`src/rtl/logic_unit_pkg.sv`:
```
// logic_unit_pkg
//   Shared definitions for the registered bitwise logic unit:
//   operation encoding, op-select width and output-stage state type.
package logic_unit_pkg;

    localparam int OP_W = 3;

    typedef enum logic [OP_W-1:0] {
        OP_AND  = 3'd0,
        OP_OR   = 3'd1,
        OP_XOR  = 3'd2,
        OP_NAND = 3'd3,
        OP_NOR  = 3'd4,
        OP_XNOR = 3'd5,
        OP_NOT  = 3'd6,
        OP_PASS = 3'd7
    } op_e;

    // Output register occupancy: EMPTY <=> out_valid=0, FULL <=> out_valid=1.
    typedef enum logic {
        ST_EMPTY = 1'b0,
        ST_FULL  = 1'b1
    } out_state_e;

endpackage

```
`src/rtl/logic_unit_n_op.sv`:
```
// logic_op
//   Purely combinational WIDTH-bit bitwise operator.
//   Ports:
//     op      in  OP_W   operation select (op_e encoding)
//     op_a    in  WIDTH  operand A (already muxed: a or accumulator)
//     op_b    in  WIDTH  operand B
//     result  out WIDTH  op(op_a, op_b)
module logic_op
    import logic_unit_pkg::*;
#(
    parameter int WIDTH = 8
) (
    input  logic [OP_W-1:0]  op,
    input  logic [WIDTH-1:0] op_a,
    input  logic [WIDTH-1:0] op_b,
    output logic [WIDTH-1:0] result
);

    always_comb begin
        // NOTE: every output of a combinational block gets a default first,
        // so no path through the case can leave it unassigned (no latch).
        result = '0;
        case (op_e'(op))
            OP_AND:  result = op_a & op_b;
            OP_OR:   result = op_a | op_b;
            OP_XOR:  result = op_a ^ op_b;
            OP_NAND: result = ~(op_a & op_b);
            OP_NOR:  result = ~(op_a | op_b);
            OP_XNOR: result = ~(op_a ^ op_b);
            OP_NOT:  result = ~op_a;
            OP_PASS: result = op_b;
            default: result = '0;
        endcase
    end

endmodule

```
`src/rtl/logic_unit_n.sv`:
```
// logic_unit_n
//   Registered WIDTH-bit eight-operation logic unit with valid/ready
//   handshakes, accumulator chaining, zero/parity flags and a wrapping
//   accepted-transaction counter.
//   Ports:
//     clk, rst_n           clock, asynchronous active-low reset
//     in_valid / in_ready  input handshake (accept = in_valid && in_ready)
//     op, a, b             operation select and operands
//     acc_mode             1: accumulator replaces operand A
//     acc_clr              synchronous accumulator clear
//     out_valid/out_ready  output handshake
//     y, zero, parity      registered result and its flags
//     acc                  accumulator value
//     op_count             accepted-transaction count (wraps)
module logic_unit_n
    import logic_unit_pkg::*;
#(
    parameter int WIDTH   = 8,
    parameter int COUNT_W = 16
) (
    input  logic               clk,
    input  logic               rst_n,
    input  logic               in_valid,
    output logic               in_ready,
    input  logic [OP_W-1:0]    op,
    input  logic [WIDTH-1:0]   a,
    input  logic [WIDTH-1:0]   b,
    input  logic               acc_mode,
    input  logic               acc_clr,
    output logic               out_valid,
    input  logic               out_ready,
    output logic [WIDTH-1:0]   y,
    output logic               zero,
    output logic               parity,
    output logic [WIDTH-1:0]   acc,
    output logic [COUNT_W-1:0] op_count
);

    out_state_e         state_q, state_d;
    logic               accept;
    logic [WIDTH-1:0]   operand_a;
    logic [WIDTH-1:0]   result;
    logic [WIDTH-1:0]   y_q;
    logic               zero_q, parity_q;
    logic [WIDTH-1:0]   acc_q;
    logic [COUNT_W-1:0] count_q;

    // Depends only on the output register state and out_ready, so there is
    // no combinational path from in_valid back to in_ready.
    assign in_ready = (state_q == ST_EMPTY) || out_ready;
    assign accept   = in_valid && in_ready;

    // A clear arriving with an accumulate op makes that op see a zero
    // accumulator, so the clear and the chained op can share one cycle.
    assign operand_a = acc_mode ? (acc_clr ? '0 : acc_q) : a;

    logic_op #(.WIDTH(WIDTH)) u_op (
        .op     (op),
        .op_a   (operand_a),
        .op_b   (b),
        .result (result)
    );

    always_comb begin
        state_d = state_q;
        case (state_q)
            ST_EMPTY: if (accept) state_d = ST_FULL;
            ST_FULL: begin
                if (accept)         state_d = ST_FULL;
                else if (out_ready) state_d = ST_EMPTY;
            end
            default: state_d = ST_EMPTY;
        endcase
    end

    always_ff @(posedge clk or negedge rst_n) begin
        if (!rst_n) begin
            state_q  <= ST_EMPTY;
            y_q      <= '0;
            zero_q   <= 1'b0;
            parity_q <= 1'b0;
            acc_q    <= '0;
            count_q  <= '0;
        end else begin
            // NOTE: sequential state uses non-blocking assignments so every
            // register samples pre-edge values regardless of statement order.
            state_q <= state_d;
            if (accept) begin
                y_q      <= result;
                zero_q   <= (result == '0);
                parity_q <= ^result;
                acc_q    <= result;     // accept write wins over acc_clr
                count_q  <= count_q + COUNT_W'(1);
            end else if (acc_clr) begin
                acc_q <= '0;
            end
        end
    end

    assign out_valid = (state_q == ST_FULL);
    assign y         = y_q;
    assign zero      = zero_q;
    assign parity    = parity_q;
    assign acc       = acc_q;
    assign op_count  = count_q;

endmodule

```
`config.mk`:
```
export PLATFORM = sky130hd
export DESIGN_NAME = logic_unit_n
export DESIGN_NICKNAME = d
export VERILOG_FILES = /design/src/rtl/logic_unit_pkg.sv /design/src/rtl/logic_unit_n_op.sv /design/src/rtl/logic_unit_n.sv
export SDC_FILE = /design/constraint.sdc
export NUM_CORES = 1
export LEC_CHECK = 0
export CAP_MARGIN = 20
export CORE_ASPECT_RATIO = 0.75
export CORE_MARGIN = 2
export CORE_UTILIZATION = 50
export CTS_CLUSTER_SIZE = 25
export DETAILED_ROUTE_END_ITERATION = 10
export GPL_TIMING_DRIVEN = 0
export PLACE_DENSITY = 0.86
export SLEW_MARGIN = 40
export SYNTH_ARGS = -nofsm -noshare
export SYNTH_HDL_FRONTEND = slang
export SYNTH_SLANG_ARGS = --single-unit
```
`constraint.sdc`:
```
create_clock -name clk -period 3.5 [get_ports clk]
set_clock_uncertainty 0.1 [all_clocks]
set_input_delay 0.875 -clock clk [delete_from_list [all_inputs] [get_ports clk]]
set_output_delay 0.875 -clock clk [all_outputs]
set_load 0.05 [all_outputs]
```
==> metrics.md <==
| Metric | Value |
|---|---|
| CP Capture Type | output pin |
| Logic pwr share | 0.470 |
| Global-route wire length before repair | 10.7 mm |
| IO Pins | 61 |
| Synthesized instance count | 277 |
| PortBufs | 58 |
| Post-Syn Nets | 323 |
| HPWL after DPL | 4.86 mm |
| Maxcap violations | 0 |
| RD Place Congestion | 0.947 |
| Antenna violations before repair | 0 |
| Warnings from Yosys | 0 |
| Starting Density | 0.518 |
| Clock Root Buffer | clkbuf_8 |
| Int Pwr | 0.892 mW |
| Post-synth EDFFs | 0 |
| Min Tclk post-route | 3330 ps |
| Met2 Track Usage GR | 0.399 |
| Area growth, synth to finish | 31.6% |
| Dominant cell type by area after synthesis | dfrtp_1 |
| Core Area | 0.00490 mm2 |
| Switching Power | 0.656 mW |
| Share of flip-flops with an asynchronous set or reset | 1.00 |
| Maximum vdd drop | 0.000302 V |
| DP Worst Slack | -715 ps |
| Max Clk Rate | 0.301 GHz |
| DR pass1 iterations | 4 |
| Post-synth cell types | 39 |
| #FFs+latches synth | 35 |
| Gr busiest metal | met2 |
| Post-layout nets | 392 |
| Row count | 22 |
| WL/cell | 15.8 um |
| Total CTS buffers | 5 |
| Synth top area share | 0.345 |
| Mapped Area | 0.00254 mm2 |
| Setup violations, final | 0 |
| Clock Latency Late Sink | 280 ps |
| Final Hold Vio Count | 0 |
| Outcome | complete, no violations |
| P per Cell Area | 464 mW/mm2 |
| # hold bufs at CTS | 0 |
| Die Wd | 86.3 um |
| Total gr overflow | 0 |
| Clock Tree Buf Depth | 2 |
| Die ar. | 0.00567 mm2 |
| Grt met1 use | 0.330 |
| Min setup slack post-route | 175 ps |
| Slew @ Worst Pin | 748 ps |
| Critical Path RT | 2520 ps |
| Flop pwr share | 0.352 |
| Syn avg cell area | 9.16 um2 |
| Largest net degree at the start of global routing | 25 |
| Crit path max fanout | 4 |
| Non-Filler Instances | 407 |
| Clock transition at path regs | 70 ps |
| Initial DRC Count | 81 |
| LEAKAGE | 1.49 nW |
| CP Launch Type | primary input |
| Post-DR vias/cell | 5.68 |
| Inst Count DP | 396 |
| Period utilization | 0.950 |
| CP arrival | 2350 ps |
| Vias in the first global route | 2,305 |
| Design area | 0.00334 mm2 |
| Ant. Diodes | 0 |
| CTS tree | done |
| Routed Antenna Nets | 0 |
| Clock sink total | 35 |
| Chip height | 65.7 um |
| GRT Total Usage | 0.242 |
| RSZ-0062 raised after global routing | no |
| Max-slew violation count | 0 |
| Main synth FF type | dfrtp_1 |
| Clock H-tree levels | 2 |
| Critical path class | in2out |
| Placed Instance Area | 0.00321 mm2 |
| DRC | 0 |
| Synth area leaders | dfrtp_1 35%, ha_1 10%, xnor2_1 5.9%, nand2_1 4.9%, nor2b_1 4.4% |
| Switching portion of total power | 0.424 |
| Max-slew headroom | 0.498 |
| Layout cell share with drive strength beyond 1 | 0.130 |
| Clock power share | 0.178 |
| Routed WL | 6.45 mm |
| Grt met3 use | 0.0427 |
| Detailed-route via count | 2,310 |
| Min-delay worst type | in2async |
| Post-synthesis sequential area ratio | 0.345 |
## flip-flops by register name (all words and copies together), names as in the netlist
signal / flops
y: 8
out_valid: 1
zero: 1
parity: 1
acc: 8
op_count: 16
## path summary, 6_finish.rpt
path	start	to	slack [ps]	cells past startpoint
min reg2reg	y[7]$_DFFE_PN0P_	y[7]$_DFFE_PN0P_	380	2
min	rst_n	op_count[11]$_DFFE_PN0P_	360	1
max	out_ready	in_ready	170	4
max reg2reg	acc[3]$_DFF_PN0_	parity$_DFFE_PN0P_	800	11
min in group clk	y[7]$_DFFE_PN0P_	y[7]$_DFFE_PN0P_	380	2
max in group asynchronous	rst_n	acc[5]$_DFF_PN0_	2520	2
## synth_stat cells, types with 5 or more instances
master,count
o32ai_1,12
and2_1,5
dfrtp_1,35
a21oi_1,7
nor2b_1,18
a21o_1,8
nand3_1,5
a211oi_1,9
ha_1,21
mux2_2,7
xnor2_1,17
o21ai_0,16
inv_1,20
nand4_1,8
nor2_1,6
nand3b_1,6
nand2_1,33
## kinds of logic (layout without fill, tap and decap cells)
| group | Yosys count | in the layout | share of synthesized area |
|---|---|---|---|
| AND/OR/NAND/NOR | 102 | 102 | 0.222 |
| AO/OA/AOI/OAI | 60 | 60 | 0.166 |
| flip-flops | 35 | 35 | 0.345 |
| buffers and inverters | 34 | 104 | 0.0700 |
| adder cells (fa/ha/maj) | 21 | 21 | 0.104 |
| XOR/XNOR | 18 | 18 | 0.0621 |
| multiplexers | 7 | 7 | 0.0311 |
## critical path, stage by stage
cell             delay [ps]
clkdlybuf4s50_1         410
nor2b_1                 240
inv_1                   110
clkdlybuf4s50_1         710
## repair_timing
| action | CTS | global route |
|---|---|---|
| gates resized for setup | 6 | 3 |
| cloned | 0 | 0 |
| pin swaps | 3 | 0 |
| setup endpoints to repair | 2 | 1 |
| buffers inserted | 3 | 0 |
## placed cells by master (no fill, tap or decap), types with 9 or more instances in the layout
| master | n |
|---|---|
| o21ai_0 | 16 |
| a211oi_1 | 9 |
| clkdlybuf4s50_1 | 55 |
| ha_1 | 21 |
| inv_1 | 20 |
| nand2_1 | 33 |
| dfrtp_1 | 35 |
| nor2b_1 | 17 |
| xnor2_1 | 17 |
## through the flow
step | hold WS (ps) | util | total power [mW] | setup TNS [ps]
6_report | 363 | 0.681 | 1.55 | 0
5_1_grt | 372 | 0.681 | 1.63 | 0
4_1_cts | 366 | 0.681 | 1.55 | 0
3_5_place_dp | 374 | 0.655 | 1.26 | -1140
3_3_place_gp | 361 | 0.652 | 1.24 | -903
2_1_floorplan | 479 | - | 1.01 | 0
## final cells by class
type                       count  area [um2]
sequential                    35         876
tap                           60        75.1
buffer                        14         103
inverter                      20        75.1
clock inverter                 1        5.00
multi-input combinational    208        1520
clock buffer                   7        76.3
fill                         404        1560
timing repair buffer          62         612
## metal layers
layer	vias up	wire length (um)
li1	1109	-
met1	1108	3010
met2	76	3050
met3	17	295
met4	0	96
met5	-	0
## power by group through the flow
stage          Sequential, mW  Clock [mW]  Combinational, mW
3_5_place_dp            0.549           0              0.714
2_1_floorplan           0.783           0              0.230
3_3_place_gp            0.547           0              0.696
6_report                0.545       0.276              0.727
5_1_grt                 0.559       0.296              0.776
4_1_cts                 0.544       0.280              0.726
No activity file was read; power rests on OpenSTA's default activity.
